$ cat src/rtl/bist_fsm.sv
// Built-in self-test controller: loops a fixed byte-pattern set through the UART and counts mismatches.
// Define BIST_TIMEOUT_EN to bound each WAIT to TIMEOUT_CYCLES cycles (expiry counts as a failure).
module bist_fsm #(
  parameter int NUM_PATTERNS   = 8,
  parameter int TIMEOUT_CYCLES = 255
) (
  input  logic       ClK,
  input  logic       Clear,
  input  logic       BIST_Start,
  input  logic       Data_Rdy,
  input  logic [7:0] Rx_Data,
  output logic       BIST_Mode,
  output logic [7:0] Tx_Data,
  output logic       Transmit_Start,
  output logic [2:0] BIST_Error,
  output logic       BIST_Busy
);

  typedef enum logic [2:0] {IDLE, LOAD, SEND, WAIT, CHECK, DONE} state_t;

  state_t     State;
  state_t     next_state;
  logic [2:0] index;
  logic [7:0] rx_byte;
  logic       last_pattern;
  logic       failed;

  function automatic logic [7:0] pattern(input logic [2:0] i);
    case (i)
      3'd0:    pattern = 8'h00;
      3'd1:    pattern = 8'hFF;
      3'd2:    pattern = 8'h55;
      3'd3:    pattern = 8'hAA;
      3'd4:    pattern = 8'h0F;
      3'd5:    pattern = 8'hF0;
      3'd6:    pattern = 8'h01;
      default: pattern = 8'h80;
    endcase
  endfunction

  assign last_pattern = (index == 3'(NUM_PATTERNS - 1));

`ifdef BIST_TIMEOUT_EN
  localparam int CW = $clog2(TIMEOUT_CYCLES + 1);

  logic [CW-1:0] wait_cnt;
  logic          expire;
  logic          timed_out;

  // Expiry fires on the TIMEOUT_CYCLES-th WAIT cycle; a Data_Rdy in that same cycle wins.
  assign expire = (wait_cnt == CW'(TIMEOUT_CYCLES - 1));

  always_ff @(posedge ClK) begin
    if (Clear) begin
      wait_cnt  <= '0;
      timed_out <= 1'b0;
    end else if (State == SEND) begin
      wait_cnt  <= '0;
      timed_out <= 1'b0;
    end else if (State == WAIT && !Data_Rdy) begin
      if (expire) timed_out <= 1'b1;
      else        wait_cnt  <= wait_cnt + 1'b1;
    end
  end

  assign failed = timed_out || (rx_byte != Tx_Data);
`else
  logic [31:0] unused_timeout;
  assign unused_timeout = 32'(TIMEOUT_CYCLES);
  assign failed         = (rx_byte != Tx_Data);
`endif

  always_ff @(posedge ClK) begin
    if (Clear) State <= IDLE;
    else       State <= next_state;
  end

  // Moore decode: loopback/busy cover the active states only, not DONE.
  always_comb begin
    next_state     = State;
    BIST_Mode      = 1'b0;
    BIST_Busy      = 1'b0;
    Transmit_Start = 1'b0;
    case (State)
      IDLE: if (BIST_Start) next_state = LOAD;
      LOAD: begin
        BIST_Mode  = 1'b1;
        BIST_Busy  = 1'b1;
        next_state = SEND;
      end
      SEND: begin
        BIST_Mode      = 1'b1;
        BIST_Busy      = 1'b1;
        Transmit_Start = 1'b1;
        next_state     = WAIT;
      end
      WAIT: begin
        BIST_Mode = 1'b1;
        BIST_Busy = 1'b1;
        if (Data_Rdy) next_state = CHECK;
`ifdef BIST_TIMEOUT_EN
        else if (expire) next_state = CHECK;
`endif
      end
      CHECK: begin
        BIST_Mode  = 1'b1;
        BIST_Busy  = 1'b1;
        next_state = last_pattern ? DONE : LOAD;
      end
      DONE:    next_state = IDLE;
      default: next_state = IDLE;
    endcase
  end

  always_ff @(posedge ClK) begin
    if (Clear) begin
      index      <= 3'd0;
      Tx_Data    <= 8'h00;
      BIST_Error <= 3'd0;
      rx_byte    <= 8'h00;
    end else begin
      case (State)
        IDLE: begin
          if (BIST_Start) begin
            BIST_Error <= 3'd0;
            index      <= 3'd0;
          end
        end
        LOAD: Tx_Data <= pattern(index);
        WAIT: if (Data_Rdy) rx_byte <= Rx_Data;
        CHECK: begin
          if (failed && BIST_Error != 3'd7) BIST_Error <= BIST_Error + 3'd1;
          if (!last_pattern) index <= index + 3'd1;
        end
        default: ;
      endcase
    end
  end

endmodule

$ cat config.mk
export PLATFORM = sky130hd
export DESIGN_NAME = bist_fsm
export DESIGN_NICKNAME = d
export VERILOG_FILES = /design/src/rtl/bist_fsm.sv
export SDC_FILE = /design/constraint.sdc
export NUM_CORES = 1
export LEC_CHECK = 0
export BUFFER_PORTS_ARGS = -buffer_cell sky130_fd_sc_hd__buf_2
export CAP_MARGIN = 15
export CORE_ASPECT_RATIO = 0.9
export CORE_MARGIN = 1.5
export CORE_UTILIZATION = 52
export DETAILED_ROUTE_END_ITERATION = 8
export GPL_ROUTABILITY_DRIVEN = 0
export GPL_TIMING_DRIVEN = 0
export HOLD_SLACK_MARGIN = 0.02
export PLACE_DENSITY_LB_ADDON = 0.12
export SETUP_SLACK_MARGIN = 0.15
export SYNTH_ARGS = -nofsm -noshare
export SYNTH_HDL_FRONTEND = slang
export SYNTH_SLANG_ARGS = --single-unit
$ cat constraint.sdc
create_clock -name ClK -period 1.75 [get_ports ClK]
set_input_delay 0.35 -clock ClK [delete_from_list [all_inputs] [get_ports ClK]]
set_output_delay 0.35 -clock ClK [all_outputs]
set_load 0.05 [all_outputs]
---- Yosys cells after proc, flatten, opt, wreduce, memory -nomap -nowiden ----
Cells that the tools add are included.
storage, ports and cells
  register bits after elaboration ......... 25
  latch bits .............................. 0
  memory bits (writable) .................. 0
  bits in read-only memories .............. 0
  input port bits ......................... 12
  output and inout bits ................... 14
  logic and storage cells ................. 45
  memories kept ........................... 0
cells by class
  add/sub/neg operators ................... 2
  multipliers ............................. 0
  divide/modulo/power cells ............... 0
  $lt $le $gt $ge ......................... 0
  equal/unequal tests ..................... 17
  shifts and indexed selects .............. 0
  mux-type cells .......................... 12
  bitwise gates (word level) .............. 0
  reductions and logical operators ........ 9
operators with widths
  cell                                                              count
  8-bit case mux with 7 select lines                                1
  3-bit two-way mux                                                 6
  3-bit == test (second input constant)                             5
  3-bit case mux with 5 select lines                                1
  3-bit by 2-bit == test with 1-bit output (second input constant)  4
  3-bit case mux with 2 select lines                                2
  2-bit inequality test (second input constant)                     4
  8-bit inequality test                                             1
  3-bit by 1-bit adder with 3-bit output (second input constant)    2
  3-bit by 1-bit == test with 1-bit output (second input constant)  2
  3-bit zero test                                                   2
  3-bit AND reduction                                               2
  2-bit AND reduction                                               2
  4-bit OR reduction                                                1
  3-bit inequality test (second input constant)                     1
  1-bit two-way mux                                                 2
  2-bit nonzero test                                                1
  1-bit logical AND                                                 1

---- Logic depth before layout (Yosys ltp) ----
Gate-level depths: netlist of run 1.
  depth after elaboration ................. 4
  depth in mapped cells ................... 6
  depth with buffers taken out ............ 6

---- Least setup slack after synthesis of run 1 ----
OpenSTA, ideal clock, no wires.
  path type ............................... register to output
  from .................................... register State[0]
  to ...................................... output BIST_Mode
  data arrival time ....................... 1.722 ns
  required time ........................... 1.400 ns
  setup slack ............................. -0.322 ns
  stages on the path, launching flop included .. 4
  path buffers ............................ 1
  cell sequence ........................... dfxtp_1 nor2_4 xnor2_1 buf_4
between the ends
  cells in the longest elaborated chain, start to end .. 3
  elaborated cells between the ends (all ways) .. 6
RTL lines
  element                                      line  RTL
  from (decl)                                  21    state_t State;
  from (signal assigned)                       75    else State <= next_state;
  3-bit == test, or another cell as far along  --
  4-bit OR reduction (no source line) (*)      --
  1-bit two-way mux (*)                        --
  to (decl)                                    12    output logic BIST_Mode,
Every way passes the cells marked *; elsewhere a longest branch is shown, timed or not.

---- Final worst setup path of run 1 ----
  from .................................... register State[1]
  to ...................................... output BIST_Mode
between the ends
  cells in the longest elaborated chain, start to end .. 3
  elaborated cells between the ends (all ways) .. 6
RTL lines
  element                                      line  RTL
  3-bit == test, or another cell as far along  84    case (State)
  4-bit OR reduction (no source line) (*)      --
  1-bit two-way mux (*)                        84
Marked as above.

==> flow_summary.ini, run 1 <==
[outcome]
status = completed

[finish]
layout_common_cells = 29 x nand2_1, 22 x buf_2, 20 x dfxtp_1
fin_nets = 191
fill_cells = 175
final_cells = 196
drive_above_1_share = 0.2573
diodes = 0
final_core_util = 0.7088
area_growth_syn_to_layout_pct = 22.90
final_common_cell = nand2_1

[timing]
rsz0062_at_grt = true
hold_viol = 0
skew_ns = 0.01025
max_freq_mhz = 624.6
post-route-period-util = 0.9149
slew-limit-headroom = 0.5845
setup_viol = 0
tightest_slew_ns = 0.6209
setup_tns_ns = 0
fin_crit_ns = 1.601
maxSlewViolCount = 0

[route]
vias = 1020
first_iter_violations = 17
avgRoutedWirePerCell_um = 11.91
wl_mm = 2.334
ant_nets = 0
first_pass_iters = 4
drc = 0
vias_per_cell = 5.204

[clocking]
cts-htree-levels = 1
ctsHoldBuffers = 0
root_buffer = clkbuf_4
ctsLongestPathBuffers = 2
clk_pin_slew_ns = 0.12
clock-sinks = 23
clock_latency_ns = 0.31
numCtsBuffers = 3
cts_tree = done

[yosys]
syn_area_per_cell_um2 = 8.254
syn_inst = 139
synth_nets = 158
synthesis.yosys.warnings = 0
synth-seq-cells = 23
seq_area_frac_synth = 0.4013
yosysUniqueCellTypes = 31
syn_area_um2 = 1147

[power_and_ir_drop]
power.density_nw_per_um2 = 784.6
peakVddDrop_v = 0.0006927
power_leakage_nw = 0.6520

[placement]
dp.cells = 189
hpwl_mm = 1.740
port_buffers = 25

[floorplanning]
design.core.area_um2 = 1989
initial_core_util = 0.5767
io_pins = 26
die_w_um = 52.52
die_area_um2 = 2498
rows = 15
dieHeight_um = 47.56

[worst_setup_path]
worst_setup_path_end_kind = primary output
start_kind = register
required_ns = 1.40
path_max_fanout = 5
critPathLaunch = State[1]
critPathKind = register to primary output
cp.arrival_ns = 1.25
rr_startpoint = index[1]

[global_route]
grt_max_degree = 13
grt_pass1_vias = 877
grt_pass1_wl_mm = 3.836
grt_overflow = 0
grt_use_total = 0.2162
antenna_found_initial = 0

[run]
maxCapViolCount = 0

[worst_hold_path]
hold_start = Data_Rdy
worstHoldPathType = primary input to register
==> synth_stat cells <==
library cell	n	area [um^2]
nor3_1	3	15.01
clkbuf_1	4	15.01
buf_6	1	11.26
o311ai_0	2	17.52
and3_1	1	6.260
o21ai_1	2	10.01
xor2_1	6	52.55
a211o_2	1	10.01
dfxtp_1	23	460.4
nor4_1	2	12.51
xnor2_1	1	8.760
ha_1	7	87.58
a21o_1	1	7.510
nand2b_1	2	12.51
mux2i_1	4	40.04
a221oi_1	1	8.760
or2_2	1	6.260
nor2b_1	2	12.51
a211oi_1	3	22.52
and2_1	1	6.260
nor2_1	12	45.04
or3_1	2	12.51
a21oi_1	16	80.08
nand4_1	2	12.51
nor2_4	1	11.26
or3b_1	1	8.760
nand2_1	29	108.9
a31oi_1	1	6.260
inv_1	3	11.26
nand3_1	1	5.000
buf_4	3	22.52
==> kinds of logic after synthesis <==
group | Yosys count | synth area share
AOI/OAI and AO/OA | 27 | 0.1418
DFF | 23 | 0.4013
muxes | 4 | 0.03490
buffers and inverters | 11 | 0.05234
xor gates and xnor gates | 7 | 0.05344
adders and majority gates | 7 | 0.07633
and+or+nand+nor | 60 | 0.2399
==> per-layer routing <==
layer,GRT usage,share of wire,vias up
li1,-,-,539
met1,0.2747,0.47,456
met2,0.3550,0.47,21
met3,0.06563,0.045,4
met4,0.07692,0.012,0
met5,0,0,-
==> power by group <==
group / leakage [nW] / switching (mW) / total [mW] / internal [mW]
logic: 0.449 / 0.182 / 0.303 / 0.121
registers: 0.188 / 0.0211 / 0.563 / 0.542
clock network: 0.0150 / 0.151 / 0.240 / 0.0891
total: 0.652 / 0.354 / 1.11 / 0.752
==> sequential cells by signal (all words and copies together), names as in the netlist <==
register / cells
State: 3
index: 3
Tx_Data: 6
BIST_Error: 3
rx_byte: 8
==> path summary, 6_finish.rpt <==
path / end / cells after the start / slack, ns
worst max-delay path: BIST_Mode / 4 / 0.15
worst min-delay path: State[0] / 2 / 0.25
worst max register to register: index[0] / 6 / 0.25
worst min register to register: rx_byte[5] / 2 / 0.47
==> final cells by class <==
class	instances	area (um^2)	share of cell area
clock buffers	4	26.28	0.01863
plain buffers	8	52.55	0.03727
well taps	25	31.28	0.02218
repair buffers	28	166.4	0.1180
inverters	3	11.26	0.007986
flip-flops and latches	23	469.2	0.3327
multi-input cells	105	653.1	0.4632
==> critical path: stages (launching register included) <==
cell,delay (ns)
dfxtp_4,0.39
nor2_4,0.16
xnor2_4,0.14
buf_6,0.12
buf_8,0.13
==> what timing repair did <==
| item | 4_1_cts | 5_1_grt |
|---|---|---|
| hold endpoints to repair | 0 | 0 |
| pin swaps | 1 | 1 |
| buffers inserted | 1 | 2 |
| resized for setup | 6 | 8 |
| setup endpoints to repair | 3 | 12 |
==> stage by stage <==
| stage | worst slack, ns | area [um^2] | hold slack (ns) | power, mW |
|---|---|---|---|---|
| 2_1_floorplan | 0.2014 | 1166 | 0.4442 | 0.7700 |
| 3_3_place_gp | 0.2363 | 1323 | 0.4525 | 0.8256 |
| 3_5_place_dp | 0.1999 | 1323 | 0.4598 | 0.8298 |
| 4_1_cts | 0.1151 | 1371 | 0.2454 | 1.084 |
| 5_1_grt | 0.09260 | 1410 | 0.2462 | 1.163 |
| 6_report | 0.1490 | 1410 | 0.2499 | 1.106 |
Note: power is estimated with default switching activity, not from simulation.
==> run 2: changes to the inputs <==
- CORE_UTILIZATION: 52 -> 55
- CTS_BUF_LIST: not set -> sky130_fd_sc_hd__clkbuf_8
==> flow_summary.ini, run 2 (synthesis results as in run 1) <==
[floorplanning]
die_area_um2 = 2370
io_pins = 26
initial_core_util = 0.5935
design.core.area_um2 = 1933
rows = 15
dieHeight_um = 46.33
die_w_um = 51.15

[worst_setup_path]
worst_setup_path_end_kind = primary output
rrSetupSlack_ns = 0.25
crit_family = flip-flops
max_stage_delay_ns = 0.37
crit_buf_inv = 2
critPathKind = register to primary output
cp_slowest_cell = dfxtp_2
start_kind = register
rr_endpoint = index[0]
cp.arrival_ns = 1.21
required_ns = 1.40
path_max_fanout = 8
r2r_cells = 6
rr_startpoint = index[0]
crit_chain = nor2_4 -> xnor2_4 -> buf_4 -> buf_8

[clocking]
clock-sinks = 23
ctsLongestPathBuffers = 2
clk_pin_slew_ns = 0.08
cts-htree-levels = 1
cts_tree = done
root_buffer = clkbuf_8
numCtsBuffers = 3
clock_latency_ns = 0.26

[finish]
fill_cells = 170
reg_top3 = rx_byte x8, Tx_Data x6
final_common_cell = nand2_1
area_growth_syn_to_layout_pct = 22.25
diodes = 0
layout_common_cells = 29 x nand2_1, 22 x buf_2, 21 x dfxtp_1
drive_above_1_share = 0.2485
top_register = rx_byte
regArea_um2 = 462.9
final_cells = 194
largest_reg_flops = 8
multi_input_area_um2 = 654.4
fin_nets = 189

[power_and_ir_drop]
power.density_nw_per_um2 = 838.2
power_leakage_nw = 0.6505
totalPowerFinal_mw = 1.176
peakVddDrop_v = 0.0006534

[placement]
place_ws_ns = 0.1947
hpwl_mm = 1.778
port_buffers = 25
dp.cells = 189

[timing]
setup_viol = 0
final.setup.worst_slack_ns = 0.1944
rsz0062_at_grt = true
slew-limit-headroom = 0.5997
maxSlewViolCount = 0
skew_ns = 0.004898
hold_viol = 0
setup_tns_ns = 0
max_freq_mhz = 642.8
fin_crit_ns = 1.556
tightest_slew_ns = 0.5982
holdWs_ns = 0.3120
post-route-period-util = 0.8889

[worst_hold_path]
hold_start = Data_Rdy
worstHoldPathCells = 2
min_to = State[0]
worstHoldPathType = primary input to register

[route]
wl_mm = 2.385
first_pass_iters = 4
vias = 1052
first_iter_violations = 17
ant_nets = 0
drc = 0
avgRoutedWirePerCell_um = 12.29
vias_per_cell = 5.423

[run]
maxCapViolCount = 0

[global_route]
grt_use_total = 0.2244
grt_pass1_vias = 931
grt_pass1_wl_mm = 3.870
antenna_found_initial = 0
grt_max_degree = 14
grt_overflow = 0

[outcome]
status = completed
[run 2: changes by cell type in the layout (fill, tap and decap cells not counted), moves of 2 or more]
cell	before	now
dfxtp_4	2	0
buf_6	3	1
clkbuf_8	0	3
clkbuf_4	3	1
[run 2: power breakdown]
group | internal [mW] | switching [mW]
clock | 0.159 | 0.169
combinational | 0.108 | 0.177
sequential | 0.541 | 0.0214
[run 2: worst reg2reg max path, delay by kind of cell, from the launching register on]
kind / cells / cell delay (ns)
AOI/OAI and AO/OA: 1 / 0.19
muxes: 1 / 0.20
and+or+nand+nor: 2 / 0.13
adders and majority gates: 2 / 0.43
DFF: 1 / 0.43
[run 2: worst max-delay path by stage]
| stage | slack (ns) | startpoint | endpoint | cells past startpoint |
|---|---|---|---|---|
| after floorplan | 0.20 | Tx_Data[6] | BIST_Error[0] | 4 |
| after global placement | 0.24 | index[0] | index[0] | 6 |
| after detailed placement | 0.19 | index[0] | index[0] | 6 |
| after CTS | 0.15 | State[0] | BIST_Busy | 3 |
| after global routing | 0.10 | index[0] | index[0] | 6 |
| final | 0.19 | State[0] | BIST_Mode | 4 |
[run 2: metrics by stage]
step	utilization	instance area, um^2
after floorplan	-	1166
final	0.7256	1403
after global routing	0.7256	1403
after CTS	0.7159	1384
after detailed placement	0.6841	1323
after global placement	0.6841	1323
[run 2: routing by layer]
metal  track usage  vias up  part of all wire
met5             0        -                 0
met4        0.1568        0             0.027
met3       0.02273        6             0.038
met2        0.3948       26              0.48
met1        0.2616      484              0.46
li1              -      536                 -
[run 2: repair_timing]
| action | in CTS | in global routing |
|---|---|---|
| setup endpoints to repair | 2 | 8 |
| pin swaps | 1 | 1 |
| hold buffers | 0 | 0 |
| gates resized for setup | 3 | 7 |
| buffers inserted | 1 | 0 |
[run 2: final cells by class]
cell class	instances	share of cell area
inverters	3	0.008029
plain buffers	8	0.03479
clock inverters	1	0.003568
flip-flops and latches	23	0.3301
multi-input cells	105	0.4665
repair buffers	26	0.1053
clock buffers	3	0.02944
well taps	25	0.02230
==> run 3: changes to the inputs <==
- GPL_TIMING_DRIVEN: 0 -> not set
==> flow_summary.ini, run 3 (synthesis results as in run 1) <==
[outcome]
status = completed

[route]
dr.max_layer_used = met4
wl_mm = 2.284
route.met3.wl_um = 140
first_pass_iters = 4
drc = 0
wl_met2_mm = 1.113
first_iter_violations = 19
vias = 1011
drt-met1-wl_mm = 1.018
vias_per_cell = 5.406
ant_nets = 0
avgRoutedWirePerCell_um = 12.21

[clocking]
numCtsBuffers = 3
clock-sinks = 23
cts-htree-levels = 1
root_buffer = clkbuf_8
clock_latency_ns = 0.26
clk_pin_slew_ns = 0.08
ctsLongestPathBuffers = 2
cts_tree = done

[worst_hold_path]
worstHoldPathType = primary input to register
worstHoldPathCells = 2
hold_start = Data_Rdy
min_to = State[0]

[finish]
top_register = rx_byte
final_common_cell = nand2_1
largest_reg_flops = 8
fill_cells = 158
area_growth_syn_to_layout_pct = 17.78
design_area_um2 = 1351
layout_common_cells = 29 x nand2_1, 22 x buf_2, 20 x dfxtp_1
reg_top3 = rx_byte x8, Tx_Data x6
final_cells = 187
final_core_util = 0.6990
diodes = 0
drive_above_1_share = 0.2346
fin_nets = 182

[global_route]
antenna_found_initial = 0
grt_use_total = 0.2264
grt_max_degree = 24
grt_pass1_vias = 892
grt_pass1_wl_mm = 3.898
grt_overflow = 0

[floorplanning]
design.core.area_um2 = 1933
io_pins = 26
die_area_um2 = 2370
initial_core_util = 0.5935
rows = 15
die_w_um = 51.15
dieHeight_um = 46.33

[timing]
maxSlewViolCount = 0
slew-limit-headroom = 0.7384
final.setup.worst_slack_ns = 0.1970
max_freq_mhz = 643.9
setup_viol = 0
hold_viol = 0
skew_ns = 0.003040
fin_crit_ns = 1.553
tightest_slew_ns = 0.3923
setup_tns_ns = 0
holdWs_ns = 0.3024
post-route-period-util = 0.8874
rsz0062_at_grt = false

[worst_setup_path]
crit_buf_inv = 1
cp_slowest_cell = dfxtp_4
cp.arrival_ns = 1.20
max_stage_delay_ns = 0.40
worst_setup_path_end_kind = primary output
crit_family = flip-flops
required_ns = 1.40
critPathKind = register to primary output
rr_endpoint = index[0]
crit_chain = nand2b_1 -> nor2_1 -> clkbuf_4
path_max_fanout = 11
r2r_cells = 6
rrSetupSlack_ns = 0.26
start_kind = register
rr_startpoint = index[0]

[power_and_ir_drop]
power.density_nw_per_um2 = 844.9
totalPowerFinal_mw = 1.142
power_leakage_nw = 0.6280
peakVddDrop_v = 0.0007054

[run]
maxCapViolCount = 0

[placement]
place_ws_ns = 0.2336
hpwl_mm = 1.717
dp.cells = 182
port_buffers = 25
placed_area_um2 = 1281
## run 3: layout make-up
type	instances	area [um^2]	area share
clock buffer	3	41.29	0.03056
clock inverter	1	3.754	0.002778
tap	25	31.28	0.02315
inverter	3	11.26	0.008333
timing repair buffer	27	147.6	0.1093
sequential	23	466.7	0.3454
multi-input combinational	105	649.4	0.4806
## run 3: how the worst max path moves through the flow
stage / slack [ns] / endpoint / from / cells after the start
detailed placement: 0.23 / BIST_Error[0] / State[2] / 3
global placement: 0.26 / BIST_Error[0] / State[2] / 3
floorplan: 0.20 / BIST_Error[0] / Tx_Data[6] / 4
global route: 0.15 / Transmit_Start / State[2] / 3
finish: 0.20 / Transmit_Start / State[2] / 3
CTS: 0.15 / Transmit_Start / State[2] / 3
## run 3: power by group
part | internal, mW | total, mW | leakage (nW) | switching [mW]
combinational | 0.0890 | 0.258 | 0.413 | 0.169
sequential | 0.540 | 0.563 | 0.188 | 0.0227
clock | 0.157 | 0.322 | 0.0269 | 0.165
## run 3: layer usage
| layer | track usage | vias up |
|---|---|---|
| met5 | 0 | - |
| met4 | 0.07027 | 0 |
| met3 | 0.07143 | 2 |
| met1 | 0.2729 | 461 |
| met2 | 0.3896 | 28 |
| li1 | - | 520 |
## run 3: timing repair
action	4_1_cts	5_1_grt
pin swaps	1	0
gates cloned	0	0
hold buffers	0	0
setup buffers	1	0
resized for setup	3	5
setup endpoints to repair	3	5
